[src/rtl/regfile_wb_ctrl_pkg.sv]
// regfile_ctrl_pkg: shared constants and types for the register-file write-back controller
// Provides XLEN/REG_AW/NUM_REGS, address and data typedefs, and the x0 address constant.
package regfile_ctrl_pkg;
   localparam int XLEN     = 32;
   localparam int REG_AW   = 5;
   localparam int NUM_REGS = 32;
   typedef logic [REG_AW-1:0] reg_addr_t;
   typedef logic [XLEN-1:0]   xlen_t;
   localparam reg_addr_t REG_ZERO = '0;
endpackage

[src/rtl/regfile_wb_ctrl_if.sv]
// regfile_wb_ctrl_if: decode, write-back requester and register-file write port bundle
// master: decode/requester side (drives iss_*, rs*_addr, req_valid/addr/data)
// slave : controller side (drives iss_ready, rd_hazard, req_ready, wr_*)
interface regfile_wb_ctrl_if #(
   parameter int NUM_REQ = 2,
   parameter int XLEN    = regfile_ctrl_pkg::XLEN,
   parameter int REG_AW  = regfile_ctrl_pkg::REG_AW
);
   logic                      iss_valid;
   logic [REG_AW-1:0]         iss_rd;
   logic                      iss_ready;
   logic [REG_AW-1:0]         rs1_addr;
   logic [REG_AW-1:0]         rs2_addr;
   logic                      rd_hazard;
   logic [NUM_REQ-1:0]        req_valid;
   logic [NUM_REQ*REG_AW-1:0] req_addr;
   logic [NUM_REQ*XLEN-1:0]   req_data;
   logic [NUM_REQ-1:0]        req_ready;
   logic                      wr_en;
   logic [REG_AW-1:0]         wr_addr;
   logic [XLEN-1:0]           wr_data;
   modport master (
      output iss_valid, iss_rd, rs1_addr, rs2_addr, req_valid, req_addr, req_data,
      input  iss_ready, rd_hazard, req_ready, wr_en, wr_addr, wr_data
   );
   modport slave (
      input  iss_valid, iss_rd, rs1_addr, rs2_addr, req_valid, req_addr, req_data,
      output iss_ready, rd_hazard, req_ready, wr_en, wr_addr, wr_data
   );
endinterface

[src/rtl/regfile_wb_ctrl_rr_arbiter.sv]
// rr_arbiter: combinational round-robin arbiter, first requester at or after ptr wins
// req: request vector; ptr: highest-priority index; grant: one-hot; idx: granted index; any: some grant
module rr_arbiter #(
   parameter int N  = 2,
   parameter int PW = (N > 1) ? $clog2(N) : 1
) (
   input  logic [N-1:0]  req,
   input  logic [PW-1:0] ptr,
   output logic [N-1:0]  grant,
   output logic [PW-1:0] idx,
   output logic          any
);
   // Scan from the farthest offset down so the nearest requester after ptr is the last one written.
   always_comb begin
      grant = '0;
      idx   = '0;
      for (int k = N - 1; k >= 0; k--) begin
         if (req[(int'(ptr) + k) % N]) begin
            grant = '0;
            grant[(int'(ptr) + k) % N] = 1'b1;
            idx = PW'((int'(ptr) + k) % N);
         end
      end
   end
   assign any = |req;
endmodule

[src/rtl/regfile_wb_ctrl.sv]
// regfile_wb_ctrl: round-robin write-back arbitration, registered write port and destination scoreboard
// clk/reset: clock and synchronous active-high reset
// bus.iss_*: reserve a destination; bus.rs*_addr/rd_hazard: operand hazard check
// bus.req_*: per-requester write-back handshake; bus.wr_*: register-file write port (1-cycle latency)
module regfile_wb_ctrl
   import regfile_ctrl_pkg::*;
#(
   parameter int NUM_REQ = 2,
   parameter int XLEN    = regfile_ctrl_pkg::XLEN,
   parameter int REG_AW  = regfile_ctrl_pkg::REG_AW
) (
   input logic               clk,
   input logic               reset,
   regfile_wb_ctrl_if.slave  bus
);
   localparam int NR = 1 << REG_AW;
   localparam int PW = (NUM_REQ > 1) ? $clog2(NUM_REQ) : 1;
   logic [NR-1:0]      busy, busy_nxt;
   logic [PW-1:0]      rr_ptr, g_idx;
   logic [NUM_REQ-1:0] grant;
   logic               any;
   logic [REG_AW-1:0]  g_addr;
   logic [XLEN-1:0]    g_data;
   logic               iss_take;
   logic               wr_en_q;
   logic [REG_AW-1:0]  wr_addr_q;
   logic [XLEN-1:0]    wr_data_q;
   rr_arbiter #(.N(NUM_REQ), .PW(PW)) u_arb (
      .req   (bus.req_valid),
      .ptr   (rr_ptr),
      .grant (grant),
      .idx   (g_idx),
      .any   (any)
   );
   assign g_addr        = bus.req_addr[g_idx*REG_AW +: REG_AW];
   assign g_data        = bus.req_data[g_idx*XLEN +: XLEN];
   assign bus.req_ready = reset ? '0 : grant;
   assign bus.iss_ready = !reset && !(busy[bus.iss_rd] && bus.iss_rd != REG_AW'(REG_ZERO));
   assign iss_take      = bus.iss_valid && bus.iss_ready && bus.iss_rd != REG_AW'(REG_ZERO);
   assign bus.rd_hazard = busy[bus.rs1_addr] | busy[bus.rs2_addr];
   assign bus.wr_en     = wr_en_q;
   assign bus.wr_addr   = wr_addr_q;
   assign bus.wr_data   = wr_data_q;
   // Clear from the write in flight, then set from issue so a same-index collision keeps the reservation.
   always_comb begin
      busy_nxt = busy;
      if (wr_en_q) busy_nxt[wr_addr_q] = 1'b0;
      if (iss_take) busy_nxt[bus.iss_rd] = 1'b1;
      busy_nxt[0] = 1'b0;
   end
   // Writes to x0 are consumed but never reach the register file; the write port keeps its last address/data.
   always_ff @(posedge clk) begin
      if (reset) begin
         busy      <= '0;
         rr_ptr    <= '0;
         wr_en_q   <= 1'b0;
         wr_addr_q <= '0;
         wr_data_q <= '0;
      end else begin
         busy    <= busy_nxt;
         wr_en_q <= any && g_addr != REG_AW'(REG_ZERO);
         if (any) rr_ptr <= (int'(g_idx) == NUM_REQ - 1) ? '0 : g_idx + 1'b1;
         if (any && g_addr != REG_AW'(REG_ZERO)) begin
            wr_addr_q <= g_addr;
            wr_data_q <= g_data;
         end
      end
   end
endmodule

[src/flat_wrapper.sv]
// flat-port wrapper written by rule: the top's interface ports become plain ports
module regfile_wb_ctrl_flat import regfile_ctrl_pkg::*;
#(
   parameter int NUM_REQ = 2,
   parameter int XLEN    = regfile_ctrl_pkg::XLEN,
   parameter int REG_AW  = regfile_ctrl_pkg::REG_AW
)
  (clk, reset, bus_iss_valid, bus_iss_rd, bus_rs1_addr, bus_rs2_addr, bus_req_valid, bus_req_addr, bus_req_data, bus_iss_ready, bus_rd_hazard, bus_req_ready, bus_wr_en, bus_wr_addr, bus_wr_data);
  regfile_wb_ctrl_if #(.NUM_REQ(NUM_REQ), .XLEN(XLEN), .REG_AW(REG_AW)) bus_i ();
  input logic clk;
  input logic reset;
  input wire logic [$bits(bus_i.iss_valid)-1:0] bus_iss_valid;
  input wire logic [$bits(bus_i.iss_rd)-1:0] bus_iss_rd;
  input wire logic [$bits(bus_i.rs1_addr)-1:0] bus_rs1_addr;
  input wire logic [$bits(bus_i.rs2_addr)-1:0] bus_rs2_addr;
  input wire logic [$bits(bus_i.req_valid)-1:0] bus_req_valid;
  input wire logic [$bits(bus_i.req_addr)-1:0] bus_req_addr;
  input wire logic [$bits(bus_i.req_data)-1:0] bus_req_data;
  output wire logic [$bits(bus_i.iss_ready)-1:0] bus_iss_ready;
  output wire logic [$bits(bus_i.rd_hazard)-1:0] bus_rd_hazard;
  output wire logic [$bits(bus_i.req_ready)-1:0] bus_req_ready;
  output wire logic [$bits(bus_i.wr_en)-1:0] bus_wr_en;
  output wire logic [$bits(bus_i.wr_addr)-1:0] bus_wr_addr;
  output wire logic [$bits(bus_i.wr_data)-1:0] bus_wr_data;
  assign bus_i.iss_valid = bus_iss_valid;
  assign bus_i.iss_rd = bus_iss_rd;
  assign bus_i.rs1_addr = bus_rs1_addr;
  assign bus_i.rs2_addr = bus_rs2_addr;
  assign bus_i.req_valid = bus_req_valid;
  assign bus_i.req_addr = bus_req_addr;
  assign bus_i.req_data = bus_req_data;
  assign bus_iss_ready = bus_i.iss_ready;
  assign bus_rd_hazard = bus_i.rd_hazard;
  assign bus_req_ready = bus_i.req_ready;
  assign bus_wr_en = bus_i.wr_en;
  assign bus_wr_addr = bus_i.wr_addr;
  assign bus_wr_data = bus_i.wr_data;
  regfile_wb_ctrl #(.NUM_REQ(NUM_REQ), .XLEN(XLEN), .REG_AW(REG_AW)) u_core (.clk(clk), .reset(reset), .bus(bus_i));
endmodule
[config.mk]
export PLATFORM = sky130hd
export DESIGN_NAME = regfile_wb_ctrl_flat
export DESIGN_NICKNAME = d
export VERILOG_FILES = /design/src/rtl/regfile_wb_ctrl_pkg.sv /design/src/rtl/regfile_wb_ctrl_if.sv /design/src/rtl/regfile_wb_ctrl_rr_arbiter.sv /design/src/rtl/regfile_wb_ctrl.sv /design/src/flat_wrapper.sv
export SDC_FILE = /design/constraint.sdc
export NUM_CORES = 1
export LEC_CHECK = 0
export ABC_AREA = 1
export CORE_UTILIZATION = 47
export DETAILED_ROUTE_END_ITERATION = 7
export GPL_TIMING_DRIVEN = 0
export PLACE_DENSITY = 0.78
export REMOVE_ABC_BUFFERS = 1
export SLEW_MARGIN = 15
export SYNTH_ARGS = -nofsm -noshare
export SYNTH_HDL_FRONTEND = slang
export SYNTH_HIERARCHICAL = 1
export SYNTH_SLANG_ARGS = --single-unit
[constraint.sdc]
create_clock -name clk -period 2.43 [get_ports clk]
set_input_delay 0.243 -clock clk [delete_from_list [all_inputs] [get_ports clk]]
set_output_delay 0.243 -clock clk [all_outputs]
set_load 0.005 [all_outputs]
==> run_results.csv, run 1 <==
group,metric,value,unit
cts,clk_pin_slew,0.08,ns
final_layout,nets,825,
synth,synth_enable_flop_cells,0,
final_layout,final_core_utilization,68.6,%
worst_setup_path,crit_type,"input port to output port",
worst_setup_path,path_max_fanout,18,
placement,portBuffers,135,
synth,synthCells,608,
synth,syn-cell-area,4370,um^2
grt,grt_pass1_vias,4686,
worst_hold_path,hold_path.class,"input port to flip-flop",
synth,synth_compound_area_share,26.0,%
synth,synth_top_area_share,32.0,%
final_layout,final_common_cell,"clkdlybuf4s50_1",
cts,clkLatencyLatePin,0.36,ns
synth,synth_area_leaders,"dfxtp_1, o21ai_0, nand2_1",
floorplanning,coreArea,8850,um^2
cts,postCtsHoldBufs,0,
synth,synth_flop_cell,"dfxtp_1",
power_and_ir_drop,total_power,2.95,mW
synth,synth_seq_area_share,32.0,%
sta,setup_slack,0.0640,ns
sta,finalSetupViolCount,0,
sta,finalCriticalPeriod,2.37,ns
final_layout,mostFrequentLayoutCells,"clkdlybuf4s50_1, nand2_1, o21ai_0",
detailed_routing,detail_route.wl_per_cell,17.0,um
cts,clockBufferDepth,2,
grt,grt_use_total,29.9,%
sta,hold_violations,0,
floorplanning,initial_core_util,49.4,%
grt,overflow,0,
synth,ys_warn_count,6,
final_layout,syn_to_final_growth,38.7,%
synth,synthAdderAreaFrac,0,%
placement,gp_congestion,0.943,
run,drv_cap,0,
final_layout,drive_gt1_share,15.6,%
final_layout,fill_cells,741,
sta,clock_skew,0.0107,ns
worst_setup_path,start_kind,"input port",
power_and_ir_drop,irDropWorstVdd,0.272,mV
detailed_routing,vias_per_cell,5.75,
sta,timing.fmax,423,MHz
detailed_routing,detail-route-antenna-nets,0,
synth,synth_area_leader_cell,"dfxtp_1",
status,status,"finished with violations",
worst_setup_path,cp.required,2.19,ns
floorplanning,rows,34,
synth,synth.mux.area_fraction,7.78,%
cts,cts.sinks,70,
cts,numCtsBuffers,9,
sta,slew_headroom,35.6,%
sta,grt_setup_unrepaired,"false",
floorplanning,ioPinCount,136,
worst_setup_path,cp-end-kind,"output port",
placement,dp_slack,-0.974,ns
synth,syn_avg_cell_area,7.19,um^2
floorplanning,die_area,9700,um^2
synth,synth_top_family_by_area,"compound AO/OA/AOI/OAI gates",
status,violations,"DRC",
sta,maxSlewViolCount,0,
detailed_routing,dr.pass1.iters,8,
worst_setup_path,cp.arrival,2.12,ns
cts,cts_root_buf,"clkbuf_8",
synth,yosys_register_bits,70,
synth,postSynth.asyncResetShare,0,%
sta,min_period_over_period,97.4,%
synth,yosysUniqueCellTypes,30,
grt,grt_max_degree,69,
floorplanning,fp.dieH,98.5,um
power_and_ir_drop,p_leak,2.29,nW
placement,dp_hpwl,10100,um
detailed_routing,drc,1,
synth,yosys.area_share.simple,25.3,%
grt,antenna_found_initial,0,
cts,tritoncts,"done",
floorplanning,fp.dieW,98.5,um
synth,synth-xor-area-share,0,%
final_layout,diodes,0,
cts,ctsHtreeMaxLevel,3,
detailed_routing,routed_wl,14300,um
grt,grt_pass1_wl,22900,um
power_and_ir_drop,p_per_area,487,nW/um^2
sta,tightestPinTransition,0.965,ns
detailed_routing,drt-initial-drc-count,550,
detailed_routing,vias,4853,
sta,tns,0,ns
-- stage by stage --
step                area, um^2  hold WS [ns]  cells
CTS                       5980         0.337    839
floorplan                 4150         0.305    572
global placement          5640         0.497    815
detailed placement        5720         0.496    818
finish                    6070         0.341    844
global route              6070         0.377    844
-- path summary, 6_finish.rpt --
check	cells after the start	slack, ns	start	endpoint
hold reg to reg	2	0.52	u_core/busy[8]$_SDFF_PP0_	u_core/busy[8]$_SDFF_PP0_
setup / recovery	12	0.06	bus_rs2_addr[0]	bus_rd_hazard
setup reg to reg	11	0.17	u_core/rr_ptr$_SDFFE_PP0P_	u_core/bus.wr_addr[3]$_SDFFE_PP0P_
hold / removal	2	0.34	reset	u_core/busy[18]$_SDFF_PP0_
-- critical path: stages --
cell and delay [ns]:
buf_2 0.29, clkinvlp_4 0.13, buf_4 0.19, o21ai_0 0.15, o22ai_1 0.12, nand2_1 0.08, nand2_1 0.06, a21oi_1 0.15
o21ai_0 0.13, nand2_1 0.08, nand2_1 0.05, clkdlybuf4s50_1 0.43
-- layout make-up --
| cell class | instances | area [um^2] | area share (%) |
|---|---|---|---|
| Inverter | 42 | 190 | 3.13 |
| Timing Repair Buffer | 147 | 1490 | 24.5 |
| Multi-Input combinational cell | 461 | 2660 | 43.8 |
| Clock buffer | 10 | 138 | 2.27 |
| Tap cell | 108 | 135 | 2.23 |
| Clock inverter | 6 | 61.3 | 1.01 |
| Sequential cell | 70 | 1400 | 23.1 |
-- flip-flops by register name (all words and copies together), names as in the netlist --
name	cells
u_core/busy	31
u_core/bus.wr_data	32
u_core/bus.wr_addr	5
u_core/rr_ptr	1
u_core/bus.wr_en	1
-- timing repair --
item,4_1_cts,5_1_grt
hold endpoints to repair,0,0
setup buffers,4,5
pin swaps,2,1
endpoints found under the setup margin,67,36
gates cloned,1,0
resized for setup,20,39
-- synth_stat cells (2+ instances only) --
cell type,number
o211ai_1,4
buf_12,3
o22ai_1,7
buf_2,5
o21ai_1,5
inv_1,40
a211oi_1,2
clkbuf_1,18
a21oi_1,50
nand3_1,24
o21ai_0,99
nor2_2,2
buf_1,3
o221ai_1,2
buf_4,5
nand2_1,98
a21oi_2,29
buf_6,2
nand2_2,2
mux2i_1,34
dfxtp_1,70
nor3_1,9
nor2_1,60
nand3_2,29
-- report_power, final --
part	internal [mW]	switching, mW	leakage, nW
Sequential	1.21	0.0447	0.575
Combinational	0.372	0.370	1.61
Clock	0.498	0.457	0.102
-- metal layers --
layer,vias up,track usage (%),part of all wire (%),routed length (um)
met1,2204,36.3,40,5670
li1,2327,-,-,-
met4,0,12.4,2.1,302
met3,27,7.73,11,1550
met2,295,50.4,48,6810
met5,-,0,0,0
-- cells by family after synthesis --
family                 Yosys count
buffers and inverters           78
AND/OR/NAND/NOR                227
AO/OA/AOI/OAI                  199
multiplexers                    34
flip-flops                      70
Power figures use the tool's default switching activity.
==> inputs of run 2 (changes only) <==
HOLD_SLACK_MARGIN = 0.1   (was unset)
==> results of run 2 <==
No change in the layout: final DEF, timing and power equal those of run 1.
==> inputs of run 3 (changes only) <==
ABC_CLOCK_PERIOD_IN_PS = 2430   (was unset)
==> results of run 3 <==
No change in the layout: final DEF, timing and power equal those of run 1.
